<file path="src/rtl/rgb_ctrl_pkg.sv">
// Shared constants, state encoding and helper functions for the UART RGB controller.
// Gamma correction is selected at build time by RGB_CTRL_GAMMA_EN (see pwm_bank).
package rgb_ctrl_pkg;

    localparam logic [7:0] ASCII_P     = 8'h50;
    localparam logic [7:0] ASCII_K     = 8'h4B;
    localparam logic [7:0] ASCII_E     = 8'h45;
    localparam logic [7:0] ASCII_HASH  = 8'h23;
    localparam logic [7:0] ASCII_QMARK = 8'h3F;
    localparam logic [7:0] ASCII_CR    = 8'h0D;
    localparam logic [7:0] ASCII_LF    = 8'h0A;
    localparam logic [7:0] ASCII_0     = 8'h30;
    localparam logic [7:0] ASCII_7     = 8'h37;

    typedef enum logic [2:0] {
        ST_BANNER = 3'd0,
        ST_IDLE   = 3'd1,
        ST_HEX    = 3'd2,
        ST_SEND   = 3'd3,
        ST_QUERY  = 3'd4
    } state_t;

    function automatic logic is_hex(input logic [7:0] b);
        logic r;
        if (b >= 8'h30 && b <= 8'h39) begin
            r = 1'b1;
        end else if ((b >= 8'h41 && b <= 8'h46) || (b >= 8'h61 && b <= 8'h66)) begin
            r = 1'b1;
        end else begin
            r = 1'b0;
        end
        return r;
    endfunction

    // Letters of either case share the low nibble 1..6, so +9 gives 10..15.
    function automatic logic [3:0] hex_to_nib(input logic [7:0] b);
        logic [3:0] r;
        if (b >= 8'h30 && b <= 8'h39) begin
            r = b[3:0];
        end else if ((b >= 8'h41 && b <= 8'h46) || (b >= 8'h61 && b <= 8'h66)) begin
            r = b[3:0] + 4'd9;
        end else begin
            r = 4'h0;
        end
        return r;
    endfunction

    function automatic logic [7:0] nib_to_ascii(input logic [3:0] n);
        logic [7:0] r;
        if (n < 4'd10) begin
            r = 8'h30 + {4'h0, n};
        end else begin
            r = 8'h37 + {4'h0, n};
        end
        return r;
    endfunction

    function automatic logic [7:0] gamma_map(input logic [7:0] d);
        logic [15:0] p;
        logic [7:0]  r;
        p = {8'h00, d} * {8'h00, d};
        if (d == 8'hFF) begin
            r = 8'hFF;
        end else begin
            r = p[15:8];
        end
        return r;
    endfunction

endpackage

</file>
<file path="src/rtl/pwm_bank.sv">
// Prescaled 255-step PWM for NUM_CH channels with shadow-to-active duty load at period wrap.
// With RGB_CTRL_GAMMA_EN defined the compare uses the squared (gamma) duty.
module pwm_bank
    import rgb_ctrl_pkg::*;
#(
    parameter int NUM_CH   = 3,
    parameter int PRESCALE = 47
) (
    input  logic                  hw_clk,
    input  logic                  reset,
    input  logic [8*NUM_CH-1:0]   shadow_duty,
    input  logic                  load,
    output logic [8*NUM_CH-1:0]   active_duty,
    output logic [NUM_CH-1:0]     pwm_out
);

    localparam int DW = 8 * NUM_CH;
    localparam int PW = (PRESCALE > 1) ? $clog2(PRESCALE) : 1;
    localparam logic [PW-1:0] PRESC_MAX = PW'(PRESCALE - 1);
    localparam logic [PW-1:0] PRESC_ONE = PW'(1);

    logic [PW-1:0]     presc_r;
    logic [7:0]        pwm_cnt_r;
    logic              pending_r;
    logic [DW-1:0]     active_r;
    logic [NUM_CH-1:0] pwm_out_r;
    logic              tick_s;
    logic              wrap_s;
    logic [DW-1:0]     duty_eff_s;
    logic [NUM_CH-1:0] pwm_cmp_s;

    // Tick and period-wrap strobes
    always_comb begin
        tick_s = (presc_r == PRESC_MAX);
        wrap_s = tick_s && (pwm_cnt_r == 8'd254);
    end

    // Effective duty and per-channel compare
    always_comb begin
        duty_eff_s = {DW{1'b0}};
        pwm_cmp_s  = {NUM_CH{1'b0}};
        for (int i = 0; i < NUM_CH; i++) begin
`ifdef RGB_CTRL_GAMMA_EN
            duty_eff_s[i*8 +: 8] = gamma_map(active_r[i*8 +: 8]);
`else
            duty_eff_s[i*8 +: 8] = active_r[i*8 +: 8];
`endif
            pwm_cmp_s[i] = (pwm_cnt_r < duty_eff_s[i*8 +: 8]);
        end
    end

    // Counters, pending-load flag, active duties and registered outputs
    always_ff @(posedge hw_clk) begin
        if (reset) begin
            presc_r   <= {PW{1'b0}};
            pwm_cnt_r <= 8'd0;
            pending_r <= 1'b0;
            active_r  <= {DW{1'b0}};
            pwm_out_r <= {NUM_CH{1'b0}};
        end else begin
            presc_r <= tick_s ? {PW{1'b0}} : (presc_r + PRESC_ONE);
            if (tick_s) begin
                pwm_cnt_r <= wrap_s ? 8'd0 : (pwm_cnt_r + 8'd1);
            end
            // A load arriving on the wrap cycle itself is taken immediately.
            if (wrap_s) begin
                if (pending_r || load) begin
                    active_r <= shadow_duty;
                end
                pending_r <= 1'b0;
            end else if (load) begin
                pending_r <= 1'b1;
            end
            pwm_out_r <= pwm_cmp_s;
        end
    end

    assign active_duty = active_r;
    assign pwm_out     = pwm_out_r;

endmodule

</file>
<file path="src/rtl/uart_rgb_ctrl.sv">
// ASCII command parser driving a bank of PWM channels; replies on a byte stream.
// Optional gamma correction on the PWM path: define RGB_CTRL_GAMMA_EN.
module uart_rgb_ctrl
    import rgb_ctrl_pkg::*;
#(
    parameter int NUM_CH      = 3,
    parameter int PRESCALE    = 47,
    parameter int TIMEOUT_CYC = 1200000
) (
    input  logic              hw_clk,
    input  logic              reset,
    input  logic [7:0]        rx_data,
    input  logic              rx_valid,
    output logic              rx_ready,
    output logic [7:0]        tx_data,
    output logic              tx_valid,
    input  logic              tx_ready,
    output logic [NUM_CH-1:0] pwm_out
);

    localparam int DW = 8 * NUM_CH;
    localparam int TW = $clog2(TIMEOUT_CYC);
    localparam logic [TW-1:0] TO_LAST  = TW'(TIMEOUT_CYC - 1);
    localparam logic [TW-1:0] TO_ONE   = TW'(1);
    localparam logic [4:0]    DIG_LAST = 5'(2 * NUM_CH - 1);
    localparam logic [4:0]    QIDX_CR  = 5'(2 * NUM_CH);
    localparam logic [4:0]    QIDX_LF  = 5'(2 * NUM_CH + 1);

    state_t        state_r, state_s;
    logic          rx_ready_r, rx_ready_s;
    logic          tx_valid_r, tx_valid_s;
    logic [7:0]    tx_data_r, tx_data_s;
    logic [4:0]    dig_cnt_r, dig_cnt_s;
    logic [TW-1:0] to_cnt_r, to_cnt_s;
    logic [DW-1:0] staging_r, staging_s;
    logic [DW-1:0] shadow_r, shadow_s;
    logic          load_r, load_s;
    logic [DW-1:0] qbuf_r, qbuf_s;
    logic [4:0]    qidx_r, qidx_s;
    logic          rx_hs_s;
    logic          tx_hs_s;
    logic [DW-1:0] active_s;

    pwm_bank #(
        .NUM_CH   (NUM_CH),
        .PRESCALE (PRESCALE)
    ) u_pwm_bank (
        .hw_clk      (hw_clk),
        .reset       (reset),
        .shadow_duty (shadow_r),
        .load        (load_r),
        .active_duty (active_s),
        .pwm_out     (pwm_out)
    );

    // Parser next-state and output logic
    always_comb begin
        state_s   = state_r;
        tx_valid_s = tx_valid_r;
        tx_data_s = tx_data_r;
        dig_cnt_s = dig_cnt_r;
        to_cnt_s  = to_cnt_r;
        staging_s = staging_r;
        shadow_s  = shadow_r;
        load_s    = 1'b0;
        qbuf_s    = qbuf_r;
        qidx_s    = qidx_r;
        rx_hs_s   = rx_valid && rx_ready_r;
        tx_hs_s   = tx_valid_r && tx_ready;

        case (state_r)
            ST_BANNER: begin
                tx_valid_s = 1'b1;
                tx_data_s  = ASCII_P;
                state_s    = ST_SEND;
            end
            ST_SEND: begin
                if (tx_hs_s) begin
                    tx_valid_s = 1'b0;
                    state_s    = ST_IDLE;
                end else begin
                    state_s = ST_SEND;
                end
            end
            ST_IDLE: begin
                if (rx_hs_s) begin
                    if (rx_data >= ASCII_0 && rx_data <= ASCII_7) begin
                        for (int i = 0; i < NUM_CH; i++) begin
                            shadow_s[i*8 +: 8] = (i < 3 && rx_data[i]) ? 8'hFF : 8'h00;
                        end
                        load_s     = 1'b1;
                        tx_valid_s = 1'b1;
                        tx_data_s  = ASCII_K;
                        state_s    = ST_SEND;
                    end else if (rx_data == ASCII_HASH) begin
                        dig_cnt_s = 5'd0;
                        to_cnt_s  = {TW{1'b0}};
                        state_s   = ST_HEX;
                    end else if (rx_data == ASCII_QMARK) begin
                        // Snapshot with channel 0 in the top byte so digits shift out MSB first.
                        for (int i = 0; i < NUM_CH; i++) begin
                            qbuf_s[(NUM_CH-1-i)*8 +: 8] = active_s[i*8 +: 8];
                        end
                        qidx_s     = 5'd0;
                        tx_valid_s = 1'b1;
                        tx_data_s  = nib_to_ascii(active_s[7:4]);
                        state_s    = ST_QUERY;
                    end else if (rx_data == ASCII_CR || rx_data == ASCII_LF) begin
                        state_s = ST_IDLE;
                    end else begin
                        tx_valid_s = 1'b1;
                        tx_data_s  = ASCII_E;
                        state_s    = ST_SEND;
                    end
                end else begin
                    state_s = ST_IDLE;
                end
            end
            ST_HEX: begin
                if (rx_hs_s) begin
                    to_cnt_s = {TW{1'b0}};
                    if (is_hex(rx_data)) begin
                        staging_s = {staging_r[DW-5:0], hex_to_nib(rx_data)};
                        if (dig_cnt_r == DIG_LAST) begin
                            for (int i = 0; i < NUM_CH; i++) begin
                                shadow_s[i*8 +: 8] = staging_s[(NUM_CH-1-i)*8 +: 8];
                            end
                            load_s     = 1'b1;
                            tx_valid_s = 1'b1;
                            tx_data_s  = ASCII_K;
                            state_s    = ST_SEND;
                        end else begin
                            dig_cnt_s = dig_cnt_r + 5'd1;
                        end
                    end else begin
                        tx_valid_s = 1'b1;
                        tx_data_s  = ASCII_E;
                        state_s    = ST_SEND;
                    end
                end else if (to_cnt_r == TO_LAST) begin
                    tx_valid_s = 1'b1;
                    tx_data_s  = ASCII_E;
                    state_s    = ST_SEND;
                end else begin
                    to_cnt_s = to_cnt_r + TO_ONE;
                end
            end
            ST_QUERY: begin
                if (tx_hs_s) begin
                    if (qidx_r == QIDX_LF) begin
                        tx_valid_s = 1'b0;
                        state_s    = ST_IDLE;
                    end else begin
                        qidx_s = qidx_r + 5'd1;
                        if (qidx_s < QIDX_CR) begin
                            qbuf_s    = qbuf_r << 3'd4;
                            tx_data_s = nib_to_ascii(qbuf_s[DW-1 -: 4]);
                        end else if (qidx_s == QIDX_CR) begin
                            tx_data_s = ASCII_CR;
                        end else begin
                            tx_data_s = ASCII_LF;
                        end
                    end
                end else begin
                    state_s = ST_QUERY;
                end
            end
            default: begin
                tx_valid_s = 1'b0;
                state_s    = ST_BANNER;
            end
        endcase

        rx_ready_s = (state_s == ST_IDLE) || (state_s == ST_HEX);
    end

    // Parser state and registered outputs
    always_ff @(posedge hw_clk) begin
        if (reset) begin
            state_r    <= ST_BANNER;
            rx_ready_r <= 1'b0;
            tx_valid_r <= 1'b0;
            tx_data_r  <= 8'h00;
            dig_cnt_r  <= 5'd0;
            to_cnt_r   <= {TW{1'b0}};
            staging_r  <= {DW{1'b0}};
            shadow_r   <= {DW{1'b0}};
            load_r     <= 1'b0;
            qbuf_r     <= {DW{1'b0}};
            qidx_r     <= 5'd0;
        end else begin
            state_r    <= state_s;
            rx_ready_r <= rx_ready_s;
            tx_valid_r <= tx_valid_s;
            tx_data_r  <= tx_data_s;
            dig_cnt_r  <= dig_cnt_s;
            to_cnt_r   <= to_cnt_s;
            staging_r  <= staging_s;
            shadow_r   <= shadow_s;
            load_r     <= load_s;
            qbuf_r     <= qbuf_s;
            qidx_r     <= qidx_s;
        end
    end

    assign rx_ready = rx_ready_r;
    assign tx_valid = tx_valid_r;
    assign tx_data  = tx_data_r;

endmodule

</file>
<file path="config.mk">
export PLATFORM = sky130hd
export DESIGN_NAME = uart_rgb_ctrl
export DESIGN_NICKNAME = d
export VERILOG_FILES = /design/src/rtl/rgb_ctrl_pkg.sv /design/src/rtl/pwm_bank.sv /design/src/rtl/uart_rgb_ctrl.sv
export SDC_FILE = /design/constraint.sdc
export NUM_CORES = 1
export LEC_CHECK = 0
export BUFFER_PORTS_ARGS = -buffer_cell sky130_fd_sc_hd__buf_4
export CORE_AREA = 2 2 142 144
export DETAILED_ROUTE_END_ITERATION = 10
export DIE_AREA = 0 0 144 146
export PLACE_DENSITY_LB_ADDON = 0.08
export SYNTH_ARGS = -nofsm -noshare
export SYNTH_HDL_FRONTEND = slang
export SYNTH_SLANG_ARGS = --single-unit
</file>
<file path="constraint.sdc">
create_clock -name hw_clk -period 3.3 [get_ports hw_clk]
set_clock_uncertainty 0.2 [all_clocks]
set_input_delay 0.33 -clock hw_clk [delete_from_list [all_inputs] [get_ports hw_clk]]
set_output_delay 0.33 -clock hw_clk [all_outputs]
set_load 0.02 [all_outputs]
</file>
==> qor.yml, run 1 <==
regToRegStartpoint: "qidx_r[0]$_SDFFE_PP0P_"
tns_ps: 0
slew_violations: 0
path_class: "reg2reg"
die_y_um: 146
post_cts_buffers: 0
power_switching_mw: 1.127
path_cells: "ha_1 > nand2_1 > o311ai_0 > a22oi_1 > o21a_1 > buf_4 > a311oi_1"
clkSinkCount: 150
clockPowerShare_pct: 48.6
critPathMaxStageDelay_ps: 560
die_area_mm2: 0.02102
ff2ff_setup_slack_ps: 590
dp_hpwl_um: 13670
timing.fmax_mhz: 368.8
grt_pass1_wl_um: 31710
dp_cells: 1164
final_cells: 1196
cp_slowest_cell: "o311ai_0"
rr_worst_depth: 7
fillers: 1938
maxCapViolCount: 0
path_depth: 7
p_int_mw: 3.182
async_flop_share_pct: 0
p_seq_share_pct: 43.3
fin_crit_sh_pct: 82.17
area_growth_syn_to_layout_pct: 13.67
arrival_ps: 2840
cts-root-buf: "clkbuf_16"
grt_overflow: 0
setup.worst_path.end: "qbuf_r[6]$_SDFFE_PP0P_"
powerDensity_mw_per_mm2: 495.4
setup_ws_ps: 588.3
worst_pin_slew_ps: 797.5
critical-path-top-delay-family: "compound AO/OA/AOI/OAI gates"
die_w_um: 144
core_area_mm2: 0.01933
run_status: "completed"
place_ws_ps: 447.2
critPathLaunchType: "flip-flop"
cts_buffers: 17
synth_area_per_cell_um2: 8.383
viasPerCell: 5.311
clk_path_buf_depth: 2
final_area_mm2: 0.008700
r2r_end: "qbuf_r[6]$_SDFFE_PP0P_"
setup_viol_count_final: 0
ios: 25
clkTransAtPathRegs_ps: 70
place.port_buffers: 23
synth_common_cells: "dfxtp_1 (150), nor2_1 (114), nand2_1 (100), a21oi_1 (89), clkbuf_1 (38)"
fin_hold_ws_ps: 69.75
crit_buf_inv: 1
vias: 6352
total_power_mw: 4.310
hp-class: "in2reg"
min_from: "reset"
synth_seq_area_share_pct: 39.23
layout-drive-gt1-share_pct: 12.03
cp-startpoint: "qidx_r[0]$_SDFFE_PP0P_"
gp_congestion: 0.7908
clk_latency_ps: 430
synthCells: 913
crit_path_end_kind: "flip-flop"
cp.required_ps: 3430
ys_seq_elements: 150
tritoncts: "built"
final_hold_viol_count: 0
fin_crit_ps: 2712
max-slew-margin-rel_pct: 46.27
post-route-util_pct: 44.99
ant_nets: 0
synth_top_area_share_pct: 39.23
synth-main-ff-cell: "dfxtp_1"
syn_nets: 961
ys_types: 70
power_switching_share_pct: 26.16
placed_area_mm2: 0.008069
ys_warn_count: 0
grt_usage_pct: 18.92
start_util_pct: 39.58
ir_worst_vdd_v: 0.0003258
drc: 0
critPathMaxFanout: 36
synth_area_mm2: 0.007654
rsz0062_at_grt: "false"
first_pass_iters: 5
cts.hold.buffers_added: 0
nets: 966
totalWireLength_um: 19270
cts_resized: 0
drt_iter0_markers: 414
core.rowCount: 51
p_comb_share_pct: 8.1
grt_pass1_vias: 5898
yosys.area.top_type: "dfxtp_1"
grt_max_degree: 73
diodes: 0
synth.most_common_cell: "dfxtp_1"
cts-htree-levels: 4
antenna_found_initial: 0
synth_area_leaders: "dfxtp_1 (39%), ha_1 (5.9%), a21oi_1 (5.8%)"
wl_per_cell_um: 16.11
leakagePower_nw: 3.118
synth_edf_count: 0
==> power by group through the flow <==
stage / sequential (mW) / clock, mW / combinational [mW]
6_report: 1.87 / 2.09 / 0.351
5_1_grt: 1.87 / 2.21 / 0.387
4_1_cts: 1.86 / 2.14 / 0.354
3_5_place_dp: 1.91 / 0 / 0.352
3_3_place_gp: 1.91 / 0 / 0.354
2_1_floorplan: 1.92 / 0 / 0.217
==> per-layer routing <==
metal  GRT usage (%)  vias up  wire length (um)
li1                -     3270                 -
met1           27.92     2974             10120
met2           28.33       93              8378
met3           3.389       15               600
met4           4.853        0               172
met5               0        -                 0
==> worst register-to-register path, stage by stage, from the launching register on <==
cell	delay, ps
dfxtp_1	420
ha_1	340
nand2_1	110
o311ai_0	560
a22oi_1	320
o21a_1	180
buf_4	240
a311oi_1	260
==> cell families after synthesis <==
| kind of cell | count (synthesis) | share of synthesized area (%) |
|---|---|---|
| other cells | 1 | 0.04900 |
| mux | 31 | 4.071 |
| simple gates | 335 | 20.55 |
| xor+xnor | 20 | 2.289 |
| buf+inv | 91 | 5.133 |
| fa+ha+maj | 36 | 5.885 |
| compound gates | 249 | 22.79 |
| flops | 150 | 39.23 |
==> cells in the final DEF, fill, tap and decap left out, types with 8 or more instances in the layout <==
| master | n |
|---|---|
| clkbuf_16 | 17 |
| a21o_1 | 12 |
| nor2b_1 | 10 |
| inv_6 | 8 |
| buf_4 | 39 |
| a21oi_1 | 89 |
| dfxtp_1 | 150 |
| o21ai_0 | 32 |
| nand3_1 | 23 |
| and3_1 | 11 |
| a211oi_2 | 20 |
| xnor2_1 | 13 |
| nand2_1 | 100 |
| mux2i_1 | 30 |
| inv_1 | 36 |
| or3_1 | 8 |
| ha_1 | 36 |
| a211oi_1 | 10 |
| a311oi_1 | 25 |
| nor2_1 | 114 |
| nor3_1 | 21 |
==> worst min path at each step <==
stage | end | slack, ps | depth (start not counted)
2_1_floorplan | qbuf_r[0]$_SDFFE_PP0P_ | 230 | 2
4_1_cts | to_cnt_r[0]$_SDFFE_PP0P_ | 50 | 2
6_report | to_cnt_r[0]$_SDFFE_PP0P_ | 70 | 2
3_3_place_gp | qbuf_r[0]$_SDFFE_PP0P_ | 240 | 2
5_1_grt | to_cnt_r[0]$_SDFFE_PP0P_ | 70 | 2
3_5_place_dp | qbuf_r[3]$_SDFFE_PP0P_ | 250 | 2
==> area by class of cell <==
type | count | area [um^2] | area share (%)
Sequential cell | 150 | 3003 | 34.52
Multi-Input combinational cell | 672 | 4267 | 49.04
Clock buffer | 17 | 425.4 | 4.890
Inverter | 36 | 135.1 | 1.553
Clock inverter | 15 | 205.2 | 2.359
Timing Repair Buffer | 41 | 332.8 | 3.826
Tap cell | 265 | 331.6 | 3.811
==> state kept, by name (all words and copies together), names as in the netlist, 3 cells and up <==
name                    cells
shadow_r                   24
u_pwm_bank.active_duty     24
to_cnt_r                   21
qbuf_r                     20
staging_r                  20
u_pwm_bank.pwm_cnt_r        8
tx_data                     7
u_pwm_bank.presc_r          6
dig_cnt_r                   5
qidx_r                      5
state_r                     3
u_pwm_bank.pwm_out          3
No activity file was read; power rests on OpenSTA's default activity.
==> inputs of run 2 (changes only) <==
clock period = 2.25 ns   (was 3.3 ns; I/O delays follow)
==> qor.yml, run 2 (synthesized netlist as in run 1, its figures left out) <==
run_status: "completed"
arrival_ps: 2290
clk_path_buf_depth: 2
r2r_end: "to_cnt_r[13]$_SDFFE_PP0P_"
use_met2_pct: 33.29
diodes: 0
use_met3_pct: 3.784
path_common_cell: "buf_4"
wl_per_cell_um: 16.15
clk_latency_ps: 430
dp_cells: 1239
clkSinkCount: 150
die_w_um: 144
worst_pin_slew_ps: 582.0
critPathLaunchType: "flip-flop"
grt_pass1_wl_um: 33200
fin_crit_ps: 2157
first_pass_iters: 4
drt_iter0_markers: 379
ios: 25
die_area_mm2: 0.02102
placed_area_mm2: 0.008717
critPathMaxStageDelay_ps: 360
ir_worst_vdd_v: 0.0005380
ff2ff_setup_slack_ps: 90
tritoncts: "built"
grt_max_degree: 68
crit_path_end_kind: "flip-flop"
drc: 0
final_area_mm2: 0.009649
viasPerCell: 5.298
leakagePower_nw: 3.619
setup_ws_ps: 92.90
cts-htree-levels: 4
maxCapViolCount: 0
final_hold_viol_count: 0
antenna_found_initial: 0
setup_viol_count_final: 0
grt_pass1_vias: 6561
cts-root-buf: "clkbuf_16"
cts_buffers: 17
place_ws_ps: -229.3
path_cells: "ha_4 > and3_4 > nand4b_1 > buf_4 > nor2_4 > buf_4 > nor2_1 > a41oi_1 > a311oi_1"
gp_congestion: 0.8377
critical-path-top-delay-family: "simple AND/OR/NAND/NOR gates"
nets: 1055
timing.fmax_mhz: 463.6
layout-drive-gt1-share_pct: 22.94
core.rowCount: 51
core_area_mm2: 0.01933
path_class: "reg2reg"
cp-startpoint: "to_cnt_r[1]$_SDFFE_PP0P_"
grt_overflow: 0
mostFrequentLayoutCell: "dfxtp_1"
path_depth: 9
fin_hold_ws_ps: 85.50
cp_slowest_cell: "dfxtp_4"
dp_hpwl_um: 15070
final_cells: 1285
gr-usage-met1_pct: 26.16
critPathMaxFanout: 4
totalWireLength_um: 20750
die_y_um: 146
crit_buf_inv: 2
rr_worst_depth: 9
start_util_pct: 39.58
cp.required_ps: 2380
hp-class: "in2reg"
ant_nets: 0
fin_crit_sh_pct: 95.87
grt_usage_pct: 19.90
total_power_mw: 6.308
slew_violations: 0
layout.cells.most_common_list: "dfxtp_1 (144), buf_4 (120), nor2_1 (111)"
vias: 6808
max-slew-margin-rel_pct: 61.05
clkTransAtPathRegs_ps: 60
post-route-util_pct: 49.91
tns_ps: 0
regToRegStartpoint: "to_cnt_r[1]$_SDFFE_PP0P_"
area_growth_syn_to_layout_pct: 26.07
powerDensity_mw_per_mm2: 653.7
setup.worst_path.end: "to_cnt_r[13]$_SDFFE_PP0P_"
grt_busiest_layer: "met2"
place.port_buffers: 23
run 2: changes by cell type in the layout (fill, tap and decap cells not counted), moves of 3 or more:
cell,before,now
buf_12,2,5
ha_1,36,33
dfxtp_1,150,144
nor2_1,114,111
buf_4,39,120
dfxtp_2,0,4
nor3_1,21,18
run 2: repair_timing:
item	CTS	global route
endpoints found under the hold margin	9	0
cloned	0	2
setup buffers	5	6
hold buffers	1	0
resized for setup	8	39
setup endpoints to repair	55	67
pin swaps	2	18
run 2: how the worst min path moves through the flow:
| stage | start | end | slack [ps] | cells past startpoint |
|---|---|---|---|---|
| 3_5_place_dp | staging_r[16]$_SDFFE_PP0P_ | staging_r[16]$_SDFFE_PP0P_ | 250 | 2 |
| 2_1_floorplan | qbuf_r[0]$_SDFFE_PP0P_ | qbuf_r[0]$_SDFFE_PP0P_ | 230 | 2 |
| 5_1_grt | rx_valid | state_r[2]$_SDFF_PP0_ | 110 | 4 |
| 4_1_cts | rx_valid | state_r[2]$_SDFF_PP0_ | 70 | 4 |
| 3_3_place_gp | qbuf_r[2]$_SDFFE_PP0P_ | qbuf_r[2]$_SDFFE_PP0P_ | 240 | 2 |
| 6_report | rx_valid | state_r[2]$_SDFF_PP0_ | 90 | 4 |
run 2: worst min-delay path: stages:
cell     delay, ps
buf_4           90
and2_1         180
a21oi_1        100
nor2_1          80
run 2: metal layers:
metal | up-vias | share of wire [%]
li1 | 3447 | -
met3 | 24 | 3.6
met5 | - | 0
met1 | 3233 | 46
met4 | 0 | 1.2
met2 | 104 | 49
run 2: final cells by class:
type	instances	area (um^2)
multi-input cells	672	4483
flip-flops and latches	150	3015
inverters	36	135.1
clock inverters	13	157.7
repair buffers	130	1084
fillers	1847	9686
well taps	265	331.6
clock buffers	19	442.9
run 2: power breakdown:
part / internal [mW] / total, mW / switching [mW]
Sequential: 2.70 / 2.73 / 0.0353
Combinational: 0.272 / 0.647 / 0.375
Clock: 1.70 / 2.93 / 1.23
Total: 4.67 / 6.31 / 1.64
